### src/rtl/seq_divider.sv
// Restoring divider: 2*WIDTH-bit dividend / WIDTH-bit divisor, one quotient bit per clock.
// Latency 2*WIDTH clocks start-to-done (divide-by-zero: 1); start is ignored while busy.
module seq_divider #(
  parameter int WIDTH = 5
) (
  input  logic               clk,
  input  logic               rst_n,
  input  logic               start,
  input  logic [2*WIDTH-1:0] dividend,
  input  logic [WIDTH-1:0]   divisor,
  output logic               busy,
  output logic               done,
  output logic [2*WIDTH-1:0] quotient,
  output logic [WIDTH-1:0]   remainder,
  output logic               div_by_zero
);

  localparam int DW = 2 * WIDTH;
  localparam int CW = $clog2(DW + 1);

  typedef enum logic [1:0] {IDLE, RUN, DONE} state_t;

  state_t           state_q;
  logic [CW-1:0]    count_q;
  logic [DW-1:0]    shreg_q;
  logic [WIDTH-1:0] dvs_q;
  logic [WIDTH:0]   prem_q;
  logic             busy_q;
  logic             done_q;
  logic             dbz_q;
  logic [DW-1:0]    quo_q;
  logic [WIDTH-1:0] rem_q;

  logic [WIDTH:0]   prem_shift;
  logic [WIDTH:0]   prem_d;
  logic             ge;
  logic [DW-1:0]    shreg_d;

  // shreg_q shifts the dividend out at the top and collects quotient bits at the bottom
  always_comb begin
    prem_shift = (WIDTH + 1)'({prem_q, shreg_q[DW-1]});
    ge         = prem_shift >= {1'b0, dvs_q};
    prem_d     = ge ? (prem_shift - {1'b0, dvs_q}) : prem_shift;
    shreg_d    = {shreg_q[DW-2:0], ge};
  end

  always_ff @(posedge clk or negedge rst_n) begin
    if (!rst_n) begin
      state_q <= IDLE;
      count_q <= '0;
      shreg_q <= '0;
      dvs_q   <= '0;
      prem_q  <= '0;
      busy_q  <= 1'b0;
      done_q  <= 1'b0;
      dbz_q   <= 1'b0;
      quo_q   <= '0;
      rem_q   <= '0;
    end else begin
      case (state_q)
        IDLE, DONE: begin
          done_q  <= 1'b0;
          state_q <= IDLE;
          if (start) begin
            if (divisor != '0) begin
              shreg_q <= dividend;
              dvs_q   <= divisor;
              prem_q  <= '0;
              count_q <= '0;
              busy_q  <= 1'b1;
              state_q <= RUN;
            end else begin
              quo_q   <= '1;
              rem_q   <= '0;
              dbz_q   <= 1'b1;
              done_q  <= 1'b1;
              state_q <= DONE;
            end
          end
        end
        RUN: begin
          shreg_q <= shreg_d;
          prem_q  <= prem_d;
          count_q <= count_q + CW'(1);
          if (count_q == CW'(DW - 1)) begin
            quo_q   <= shreg_d;
            rem_q   <= prem_d[WIDTH-1:0];
            dbz_q   <= 1'b0;
            busy_q  <= 1'b0;
            done_q  <= 1'b1;
            state_q <= DONE;
          end
        end
        default: state_q <= IDLE;
      endcase
    end
  end

  assign busy        = busy_q;
  assign done        = done_q;
  assign quotient    = quo_q;
  assign remainder   = rem_q;
  assign div_by_zero = dbz_q;

endmodule

### config.mk
export PLATFORM = sky130hd
export DESIGN_NAME = seq_divider
export DESIGN_NICKNAME = d
export VERILOG_FILES = /design/src/rtl/seq_divider.sv
export SDC_FILE = /design/constraint.sdc
export NUM_CORES = 1
export LEC_CHECK = 0
export CAP_MARGIN = 30
export CORE_ASPECT_RATIO = 1.1
export CORE_UTILIZATION = 47
export DETAILED_ROUTE_END_ITERATION = 10
export PLACE_DENSITY = 0.78
export SKIP_CTS_REPAIR_TIMING = 1
export SLEW_MARGIN = 20
export SYNTH_ARGS = -nofsm -noshare
export SYNTH_HDL_FRONTEND = slang
export SYNTH_SLANG_ARGS = --single-unit
### constraint.sdc
create_clock -name clk -period 1.8 [get_ports clk]
set_input_delay 0.18 -clock clk [delete_from_list [all_inputs] [get_ports clk]]
set_output_delay 0.18 -clock clk [all_outputs]
set_load 0.05 [all_outputs]
==> results.txt, run 1 <==
----------------------------------------------------
[Layout]
  Layout cell share with drive strength beyond 1 ... 20.8%
  Layout overhead on the synthesized area ... 32.4%
  Final core utilization ... between 60 and 70%
  Number of diodes added for antenna fixing ... 0
  Post-Layout Cell Count ... a little over 300
  Final #Nets ... 275

[STA]
  Final setup vio count ... 8
  Final Hold Viols ... 0
  Headroom to the max-slew limit ... 66.9%
  Setup repair after global routing missed its margin ... true
  Post-layout minimum cycle time ... around 1.9 ns
  Pins over their slew limit ... 0
  Slew of the pin with the lowest slew margin ... 0.495 ns
  Final WS setup ... -0.119 ns
  Layout Skew ... 0.00590 ns
  Final period util ... 107%
  Upper clock frequency limit ... approximately 520 MHz
  Worst hold-check slack ... around 0.36 ns

[Route]
  Routed vias/inst ... between 5 and 6
  DRT Wirelength ... 4600 um
  Pre-antenna DRT Iters ... 4
  Detailed router's first-iteration violation count ... 81
  Via count ... 1649
  Drt drc ... 0
  Antenna violation net count after detailed routing ... 0
  Mean routed wirelength per cell ... 15.1 um

[Yosys]
  Post-synth top area share ... 52.9%
  Combined area of all synthesized cells ... 0.00208 mm2
  YS warnings ... 0
  Post-synth EDFFs ... 0
  Flip-flop cell with the highest count after synthesis ... sky130_fd_sc_hd__dfrtp_1
  Cell taking the most area after synthesis ... sky130_fd_sc_hd__dfrtp_1
  Synthesized netlist net count ... 224
  Number of instances in the synthesized netlist ... slightly below 200
  Count of unique library cells instantiated by Yosys ... 40
  Synth top cells by count ... sky130_fd_sc_hd__dfrtp_1, sky130_fd_sc_hd__nand2_1, sky130_fd_sc_hd__o21ai_0, sky130_fd_sc_hd__nor2_1, sky130_fd_sc_hd__inv_1
  Post-synthesis register bit count ... 44
  Async SR Flop Fraction ... 100%
  Sequential-to-total area share from yosys stat ... 52.9%
  Most frequent cell after synthesis ... sky130_fd_sc_hd__dfrtp_1
  Most area-consuming cells after synthesis ... sky130_fd_sc_hd__dfrtp_1, sky130_fd_sc_hd__nand2_1, sky130_fd_sc_hd__ha_1, sky130_fd_sc_hd__o21ai_0, sky130_fd_sc_hd__a31oi_1
  Post-Synthesis Mean Instance Area ... 10.5 um2

[Run status]
  Run status ... finished with violations
  Failing checks ... setup timing

[GRT]
  Number of global-route vias before repair ... roughly 1600
  GR Util All Layers ... 21.2%
  Largest net degree at the start of global routing ... 25
  Remaining global-route overflow ... 0
  Initial antenna violation count ... 0
  Wire length of the first global-routing pass ... 7390 um

[Worst setup path]
  Worst R2R End ... remainder[0]
  Crit path launch type ... flop
  Worst-case register-to-register setup slack ... -0.12 ns
  Req. time, crit path ... 2.03 ns
  Class of the most critical setup path ... reg2reg
  Data arrival time of the critical path ... 2.15 ns
  CP endpoint kind ... flop
  Reg-to-reg startpoint ... shreg_q[9]
  Maximum fanout along the worst path ... 5
  Cell depth of the worst flop-to-flop path ... 7

[Place]
  I/O Buffers ... 35
  Setup slack at placement ... -0.245 ns
  Total half-perimeter wirelength after legalization and detailed placement ... 3290 um
  RePlAce Congestion ... between 0.8 and 0.9
  Placed cell count ... 294

[Power and ir drop]
  Leakage dissipation ... approximately 1.2 nW
  Power, Total ... between 6 and 7 mW
  Reg power frac ... 29.8%
  Clock network power share ... 10.6%
  Internal power consumption ... 3.39 mW
  Switching power ... ~2.7 mW
  Net switching share of the total power ... 44.5%
  Power density over the cells ... 2210 mW/mm2
  Combinational share of power ... 59.7%
  Maximum vdd drop ... 1560 uV

[Clock network]
  Clock Latency Late Sink ... 0.30 ns
  Buffer levels on the longest clock path ... 2
  TritonCTS clock tree ... yes
  H-tree depth ... 2
  Number of buffers created by CTS ... 5
  Clock-pin slew on the worst setup and hold paths ... 0.08 ns
  Master cell of the clock root buffer ... sky130_fd_sc_hd__clkbuf_8
  TritonCTS sink count ... 44

[Die]
  Die Outline Area ... 0.00470 mm2
  Die outline width ... approximately 65 um
  Number of standard-cell rows in the floorplan ... 25
  Initial core utilization ... 48.6%
  Number of top-level pins ... 36
  DIE HEIGHT ... 71.8 um
  Area of the core ... 0.00429 mm2

[Run]
  Maxcap violations ... 0

[Min path]
  Class of the tightest hold or removal check ... in2async

----------------------------------------------------
==> worst max-delay path by stage <==
| stage | start | endpoint | slack (ns) | cells after the start |
|---|---|---|---|---|
| floorplan | prem_q[3] | prem_q[1] | 0.01 | 5 |
| global route | shreg_q[9] | remainder[1] | -0.18 | 7 |
| detailed placement | divisor[0] | shreg_q[7] | -0.24 | 7 |
| CTS | shreg_q[9] | remainder[1] | -0.16 | 7 |
| global placement | divisor[0] | shreg_q[5] | -0.19 | 7 |
| finish | shreg_q[9] | remainder[0] | -0.12 | 7 |
==> stage by stage <==
step	setup TNS [ns]	area, um2
final	-0.602	2760
after CTS	-0.978	2700
after global routing	-1.34	2760
after floorplan	0	2100
after global placement	-5.41	2610
after detailed placement	-6.44	2610
==> per-layer routing <==
metal / up-vias / track usage [%] / routed length [um]
met4: 0 / 12.1 / 138
met5: - / 0 / 0
li1: 785 / - / -
met2: 48 / 31.4 / 2150
met3: 15 / 3.82 / 244
met1: 801 / 29.4 / 2070
==> registers in the layout (all words and copies together), names as in the netlist <==
name and cells:
remainder 5, prem_q 5, div_by_zero 1, done 1
busy 1, dvs_q 5, quotient 10, count_q 4
state_q 2, shreg_q 10
==> logic make-up after synthesis <==
kind of cell | after synthesis | synth area share, %
flip-flops | 44 | 52.9
buffers and inverters | 24 | 5.89
XOR/XNOR | 4 | 1.68
AO/OA/AOI/OAI | 48 | 17.0
AND/OR/NAND/NOR | 64 | 14.4
adder cells (fa/ha/maj) | 8 | 5.17
multiplexers | 6 | 3.06
==> worst max-delay path, stage by stage, from the launching register on <==
cell,delay [ns]
sky130_fd_sc_hd__dfrtp_1,0.37
sky130_fd_sc_hd__inv_2,0.07
sky130_fd_sc_hd__ha_4,0.16
sky130_fd_sc_hd__fa_2,0.40
sky130_fd_sc_hd__a31oi_4,0.24
sky130_fd_sc_hd__o32ai_4,0.16
sky130_fd_sc_hd__mux2_2,0.31
sky130_fd_sc_hd__o2bb2ai_1,0.14
==> layout make-up <==
cell class                      instances  area [um2]
Fill cell                             301        1530
Clock inverter                          1        7.51
Timing Repair Buffer                   55         523
Tap cell                               54        67.6
Sequential cell                        44        1100
Multi-Input combinational cell        130         918
Inverter                               13        53.8
Clock buffer                            7        86.3
==> power groups by stage <==
stage	registers (mW)	clock network, mW	logic, mW
after global routing	1.87	0.686	3.92
after floorplan	2.42	0	1.69
final	1.82	0.644	3.64
after CTS	1.80	0.654	3.42
after detailed placement	1.80	0	3.40
after global placement	1.80	0	3.32
==> layout by cell type, fill, tap and decap left out, drive strengths merged, types with 2 or more instances in the layout <==
| cell | n |
|---|---|
| clkdlybuf4s50 | 34 |
| nor2 | 14 |
| dfrtp | 44 |
| o22ai | 2 |
| clkbuf | 7 |
| a31oi | 10 |
| nand2 | 33 |
| mux2 | 3 |
| o2bb2ai | 4 |
| o21ai | 16 |
| ha | 7 |
| a21oi | 2 |
| nand3 | 6 |
| xor2 | 3 |
| o22a | 7 |
| inv | 13 |
| nand2b | 2 |
| a2bb2oi | 3 |
| buf | 20 |
| mux2i | 3 |
| and2b | 3 |
Note: power is estimated with default switching activity, not from simulation.
==> run 2: changes to the inputs <==
--- a/config.mk
+++ b/config.mk
@@ -5,9 +5,12 @@
 export SDC_FILE = /design/constraint.sdc
 export NUM_CORES = 1
 export LEC_CHECK = 0
+export ABC_CLOCK_PERIOD_IN_PS = 1800
 export CAP_MARGIN = 30
+export CELL_PAD_IN_SITES_DETAIL_PLACEMENT = 1
+export CELL_PAD_IN_SITES_GLOBAL_PLACEMENT = 2
 export CORE_ASPECT_RATIO = 1.1
-export CORE_UTILIZATION = 47
+export CORE_UTILIZATION = 30
 export DETAILED_ROUTE_END_ITERATION = 10
 export PLACE_DENSITY = 0.78
 export SKIP_CTS_REPAIR_TIMING = 1
==> results.txt, run 2 (synthesized netlist as in run 1, its figures left out) <==
----------------------------------------------------
[Route]
  Routed vias/inst ... 4.84 (was 5.42)
  DRT Wirelength ... 5540 um (was 4600 um)
  Drt drc ... 0 (unchanged)
  Mean routed wirelength per cell ... 16.2 um (was 15.1 um)
  Via count ... 1652 (was 1649)
  Antenna violation net count after detailed routing ... 0 (unchanged)
  Detailed router's first-iteration violation count ... 93 (was 81)
  Pre-antenna DRT Iters ... 4 (unchanged)

[Worst setup path]
  Data arrival time of the critical path ... 2.21 ns (was 2.15 ns)
  CP endpoint kind ... flop (unchanged)
  Maximum fanout along the worst path ... 5 (unchanged)
  Req. time, crit path ... 2.04 ns (was 2.03 ns)
  Crit path launch type ... flop (unchanged)
  Class of the most critical setup path ... reg2reg (unchanged)

[STA]
  Final Hold Viols ... 0 (unchanged)
  Setup TNS ... -1.36 ns (was -0.602 ns)
  Worst hold-check slack ... 0.388 ns (was 0.364 ns)
  Upper clock frequency limit ... 508 MHz (was 521 MHz)
  Pins over their slew limit ... 0 (unchanged)
  Final setup vio count ... 12 (was 8)
  Setup repair after global routing missed its margin ... true (unchanged)
  Final WS setup ... -0.167 ns (was -0.119 ns)
  Layout Skew ... 0.00981 ns (was 0.00590 ns)
  Final period util ... 109% (was 107%)
  Post-layout minimum cycle time ... 1.97 ns (was 1.92 ns)
  Slew of the pin with the lowest slew margin ... 0.562 ns (was 0.495 ns)
  Headroom to the max-slew limit ... 62.6% (was 66.9%)

[GRT]
  Number of global-route vias before repair ... 1762 (was 1580)
  Routing usage on met3 ... 3.37% (was 3.82%)
  Met2 usage ... 26.7% (was 31.4%)
  Initial antenna violation count ... 0 (unchanged)
  Remaining global-route overflow ... 0 (unchanged)
  Wire length of the first global-routing pass ... 8830 um (was 7390 um)
  Largest net degree at the start of global routing ... 24 (was 25)
  Met1 usage ... 22.6% (was 29.4%)
  GR Util All Layers ... 16.6% (was 21.2%)
  Busiest grt layer ... met2 (unchanged)

[Layout]
  Final core utilization ... 43.3% (was 64.4%)
  Final #Nets ... 284 (was 275)
  Number of diodes added for antenna fixing ... 0 (unchanged)
  Layout cell share with drive strength beyond 1 ... 23.9% (was 20.8%)
  Most common library cell in the layout ignoring fill and taps ... sky130_fd_sc_hd__dfrtp_1 (unchanged)
  Leading cell types in the layout, fill and taps excluded ... sky130_fd_sc_hd__dfrtp_1, sky130_fd_sc_hd__clkdlybuf4s50_1, sky130_fd_sc_hd__nand2_1 (unchanged)
  Fill cell instance count of the final layout ... 749 (was 301)
  Layout overhead on the synthesized area ... 37.8% (was 32.4%)
  Post-Layout Cell Count ... 341 (was 304)
  Design area ... 0.00287 mm2 (was 0.00276 mm2)
  Area of all sequential standard cells ... 0.00110 mm2 (unchanged)
  Area used by multi-input combinational logic ... 938 um2 (was 918 um2)

[Power and ir drop]
  Leakage dissipation ... 1.27 nW (was 1.22 nW)
  Maximum vdd drop ... 735 uV (was 1560 uV)
  Power, Total ... 6.36 mW (was 6.10 mW)
  Power density over the cells ... 2210 mW/mm2 (about the same)

[Place]
  Placed cell count ... 329 (was 294)
  Total half-perimeter wirelength after legalization and detailed placement ... 3980 um (was 3290 um)
  Setup slack at placement ... -0.268 ns (was -0.245 ns)
  I/O Buffers ... 35 (unchanged)
  Cell area reported after detailed placement ... 0.00268 mm2 (was 0.00261 mm2)
  RePlAce Congestion ... 0.807 (was 0.873)

[Clock network]
  Clock Latency Late Sink ... 0.31 ns (was 0.30 ns)
  TritonCTS clock tree ... yes (unchanged)
  Master cell of the clock root buffer ... sky130_fd_sc_hd__clkbuf_8 (unchanged)
  TritonCTS sink count ... 44 (unchanged)
  Buffer levels on the longest clock path ... 2 (unchanged)
  H-tree depth ... 2 (unchanged)
  Number of buffers created by CTS ... 5 (unchanged)
  Clock-pin slew on the worst setup and hold paths ... 0.09 ns (was 0.08 ns)

[Die]
  Die outline width ... 81.5 um (was 65.5 um)
  DIE HEIGHT ... 89.4 um (was 71.8 um)
  Number of standard-cell rows in the floorplan ... 31 (was 25)
  Area of the core ... 0.00663 mm2 (was 0.00429 mm2)
  Number of top-level pins ... 36 (unchanged)
  Initial core utilization ... 31.4% (was 48.6%)
  Die Outline Area ... 0.00728 mm2 (was 0.00470 mm2)

[Run status]
  Failing checks ... setup timing (unchanged)
  Run status ... finished with violations (unchanged)

[Run]
  Maxcap violations ... 0 (unchanged)

[Min path]
  Class of the tightest hold or removal check ... in2async (unchanged)

----------------------------------------------------
run 2: cell types whose count changed in the layout (fill, tap and decap cells not counted):
cell                        previous run  this run
sky130_fd_sc_hd__and2b_2               3         2
sky130_fd_sc_hd__o2bb2ai_1             3         2
sky130_fd_sc_hd__o21ai_0               9         8
sky130_fd_sc_hd__buf_6                 0         1
sky130_fd_sc_hd__o2bb2ai_4             0         1
sky130_fd_sc_hd__buf_12                2         1
sky130_fd_sc_hd__buf_4                17        26
sky130_fd_sc_hd__and2b_4               0         1
sky130_fd_sc_hd__o21ai_1               4         5
run 2: final cells by class:
| cell class | instances | area share [%] |
|---|---|---|
| flip-flops and latches | 44 | 38.3 |
| multi-input cells | 130 | 32.7 |
| repair buffers | 64 | 20.3 |
| well taps | 82 | 3.57 |
| clock buffers | 7 | 3.01 |
| inverters | 13 | 1.87 |
| clock inverters | 1 | 0.261 |
run 2: final timing paths:
| kind | start | to | slack [ns] | cells after the start |
|---|---|---|---|---|
| setup / recovery | dvs_q[0] | prem_q[1] | -0.17 | 6 |
| hold / removal | rst_n | remainder[0] | 0.39 | 2 |
| setup reg to reg | dvs_q[0] | prem_q[1] | -0.17 | 6 |
| hold reg to reg | quotient[6] | quotient[6] | 0.50 | 1 |
| max in group asynchronous | rst_n | quotient[5] | 0.88 | 3 |
| min in group clk | dividend[4] | shreg_q[4] | 0.45 | 3 |
run 2: per-layer routing:
metal	share of wire (%)	routed length, um	up-vias
met2	47	2610	29
met1	48	2680	810
met4	1.3	73	0
met5	0	0	-
li1	-	-	806
met3	3.3	183	7
run 2: where the power goes:
group / internal (mW) / switching [mW] / leakage [nW]
logic: 1.69 / 2.17 / 0.712
registers: 1.48 / 0.353 / 0.511
clock network: 0.312 / 0.353 / 0.0445
total: 3.48 / 2.88 / 1.27
run 2: critical path: stages (launching register included):
cell and delay (ns):
sky130_fd_sc_hd__dfrtp_1 0.43, sky130_fd_sc_hd__ha_4 0.18, sky130_fd_sc_hd__fa_2 0.39, sky130_fd_sc_hd__a31oi_4 0.24, sky130_fd_sc_hd__o32ai_4 0.17, sky130_fd_sc_hd__mux2_4 0.36, sky130_fd_sc_hd__o21ai_1 0.13
==> run 3: changes to the inputs <==
--- a/config.mk
+++ b/config.mk
@@ -11,7 +11,9 @@
 export CELL_PAD_IN_SITES_GLOBAL_PLACEMENT = 2
 export CORE_ASPECT_RATIO = 1.1
 export CORE_UTILIZATION = 30
+export CTS_BUF_LIST = sky130_fd_sc_hd__clkbuf_16
 export DETAILED_ROUTE_END_ITERATION = 10
+export GPL_ROUTABILITY_DRIVEN = 0
 export PLACE_DENSITY = 0.78
 export SKIP_CTS_REPAIR_TIMING = 1
 export SLEW_MARGIN = 20
==> constraint.sdc (replaced) <==
create_clock -name clk -period 1.8 [get_ports clk]
set_input_delay 0.18 -clock clk [delete_from_list [all_inputs] [get_ports clk]]
set_output_delay 0.18 -clock clk [all_outputs]
set_load 0.1 [all_outputs]
==> results.txt, run 3 (synthesized netlist as in run 1, its figures left out) <==
----------------------------------------------------
[Run status]
  Run status ... finished with violations (unchanged)
  Failing checks ... setup timing (unchanged)

[STA]
  Final setup vio count ... 10 (was 12)
  Headroom to the max-slew limit ... 61.3% (was 62.6%)
  Post-layout minimum cycle time ... 1.95 ns (was 1.97 ns)
  Layout Skew ... 0.00408 ns (was 0.00981 ns)
  Pins over their slew limit ... 0 (unchanged)
  Final Hold Viols ... 0 (unchanged)
  Worst hold-check slack ... 0.437 ns (was 0.388 ns)
  Setup repair after global routing missed its margin ... true (unchanged)
  Final WS setup ... -0.153 ns (was -0.167 ns)
  Slew of the pin with the lowest slew margin ... 0.581 ns (was 0.562 ns)
  Upper clock frequency limit ... 512 MHz (was 508 MHz)
  Final period util ... 109% (about the same)

[Route]
  Drt drc ... 0 (unchanged)
  Antenna violation net count after detailed routing ... 0 (unchanged)
  DRT Wirelength ... 5690 um (was 5540 um)
  Detailed router's first-iteration violation count ... 62 (was 93)
  Mean routed wirelength per cell ... 16.7 um (was 16.2 um)
  Pre-antenna DRT Iters ... 4 (unchanged)
  Via count ... 1696 (was 1652)
  Routed vias/inst ... 4.97 (was 4.84)

[GRT]
  GR Util All Layers ... 16.6% (about the same)
  Wire length of the first global-routing pass ... 8940 um (was 8830 um)
  Number of global-route vias before repair ... 1794 (was 1762)
  Remaining global-route overflow ... 0 (unchanged)
  Largest net degree at the start of global routing ... 24 (unchanged)
  Initial antenna violation count ... 0 (unchanged)

[Worst setup path]
  Req. time, crit path ... 2.01 ns (was 2.04 ns)
  Data arrival time of the critical path ... 2.17 ns (was 2.21 ns)
  CP endpoint kind ... flop (unchanged)
  Maximum fanout along the worst path ... 5 (unchanged)
  Class of the most critical setup path ... reg2reg (unchanged)
  Crit path launch type ... flop (unchanged)

[Die]
  Area of the core ... 0.00663 mm2 (unchanged)
  Die outline width ... 81.5 um (unchanged)
  Number of standard-cell rows in the floorplan ... 31 (unchanged)
  Number of top-level pins ... 36 (unchanged)
  DIE HEIGHT ... 89.4 um (unchanged)
  Initial core utilization ... 31.4% (unchanged)
  Die Outline Area ... 0.00728 mm2 (unchanged)

[Clock network]
  TritonCTS clock tree ... yes (unchanged)
  H-tree depth ... 2 (unchanged)
  Clock-pin slew on the worst setup and hold paths ... 0.06 ns (was 0.09 ns)
  Buffer levels on the longest clock path ... 2 (unchanged)
  Number of buffers created by CTS ... 5 (unchanged)
  Master cell of the clock root buffer ... sky130_fd_sc_hd__clkbuf_16 (was sky130_fd_sc_hd__clkbuf_8)
  Clock Latency Late Sink ... 0.28 ns (was 0.31 ns)
  TritonCTS sink count ... 44 (unchanged)

[Layout]
  Leading cell types in the layout, fill and taps excluded ... sky130_fd_sc_hd__buf_4, sky130_fd_sc_hd__dfrtp_1, sky130_fd_sc_hd__nand2_1 (was sky130_fd_sc_hd__dfrtp_1, sky130_fd_sc_hd__clkdlybuf4s50_1, sky130_fd_sc_hd__nand2_1)
  Number of diodes added for antenna fixing ... 0 (unchanged)
  Fill cell instance count of the final layout ... 745 (was 749)
  Most common library cell in the layout ignoring fill and taps ... sky130_fd_sc_hd__buf_4 (was sky130_fd_sc_hd__dfrtp_1)
  Final #Nets ... 285 (was 284)
  Layout overhead on the synthesized area ... 38.5% (was 37.8%)
  Layout cell share with drive strength beyond 1 ... 32.0% (was 23.9%)

[Run]
  Maxcap violations ... 0 (unchanged)

[Min path]
  Class of the tightest hold or removal check ... in2async (unchanged)

[Place]
  I/O Buffers ... 35 (unchanged)
  Total half-perimeter wirelength after legalization and detailed placement ... 3960 um (was 3980 um)

----------------------------------------------------
==> run 3: final cells by class <==
| type | instances | area, um2 | area share (%) |
|---|---|---|---|
| Multi-Input combinational cell | 130 | 942 | 32.7 |
| Tap cell | 82 | 103 | 3.56 |
| Clock buffer | 5 | 125 | 4.34 |
| Clock inverter | 2 | 12.5 | 0.434 |
| Timing Repair Buffer | 65 | 541 | 18.7 |
| Sequential cell | 44 | 1100 | 38.2 |
| Inverter | 13 | 61.3 | 2.12 |
==> run 3: worst paths after layout <==
| check | start | endpoint | slack (ns) | cells past startpoint |
|---|---|---|---|---|
| worst max-delay path | shreg_q[9] | remainder[1] | -0.15 | 7 |
| worst min-delay path | rst_n | remainder[0] | 0.44 | 2 |
| worst max register to register | shreg_q[9] | remainder[1] | -0.15 | 7 |
| worst min register to register | quotient[4] | quotient[4] | 0.49 | 1 |
| max in group asynchronous | rst_n | dvs_q[3] | 0.84 | 3 |
| min in group clk | dividend[5] | shreg_q[5] | 0.47 | 3 |
==> run 3: metrics by stage <==
step | setup TNS [ns] | worst slack (ns) | util [%] | cell area [um2] | cells
after global placement | -6.00 | -0.223 | 39.8 | 2640 | 329
after global routing | -1.97 | -0.233 | 43.5 | 2890 | 341
after floorplan | 0 | 0.0112 | - | 2100 | 198
after CTS | -1.42 | -0.202 | 41.8 | 2780 | 336
final | -1.01 | -0.153 | 43.5 | 2890 | 341
after detailed placement | -7.58 | -0.290 | 39.8 | 2640 | 329
==> run 3: layer usage <==
metal  wire (um)  track usage [%]  up-vias
met1        2620             22.4      855
met2        2770             26.7       28
met4         112             5.68        0
met5           0                0        -
met3         194             3.06        9
li1            -                -      804
==> run 3: critical path: stages (launching register included) <==
cell                        delay (ns)
sky130_fd_sc_hd__dfrtp_1          0.37
sky130_fd_sc_hd__inv_2            0.07
sky130_fd_sc_hd__ha_4             0.17
sky130_fd_sc_hd__fa_2             0.40
sky130_fd_sc_hd__a31oi_4          0.24
sky130_fd_sc_hd__o32ai_4          0.16
sky130_fd_sc_hd__mux2_4           0.36
sky130_fd_sc_hd__o2bb2ai_4        0.11
Power of run 3 is left out: the tool's default activity adds up to more than one toggle a clock period on the data nets, which glitch-free logic cannot reach.
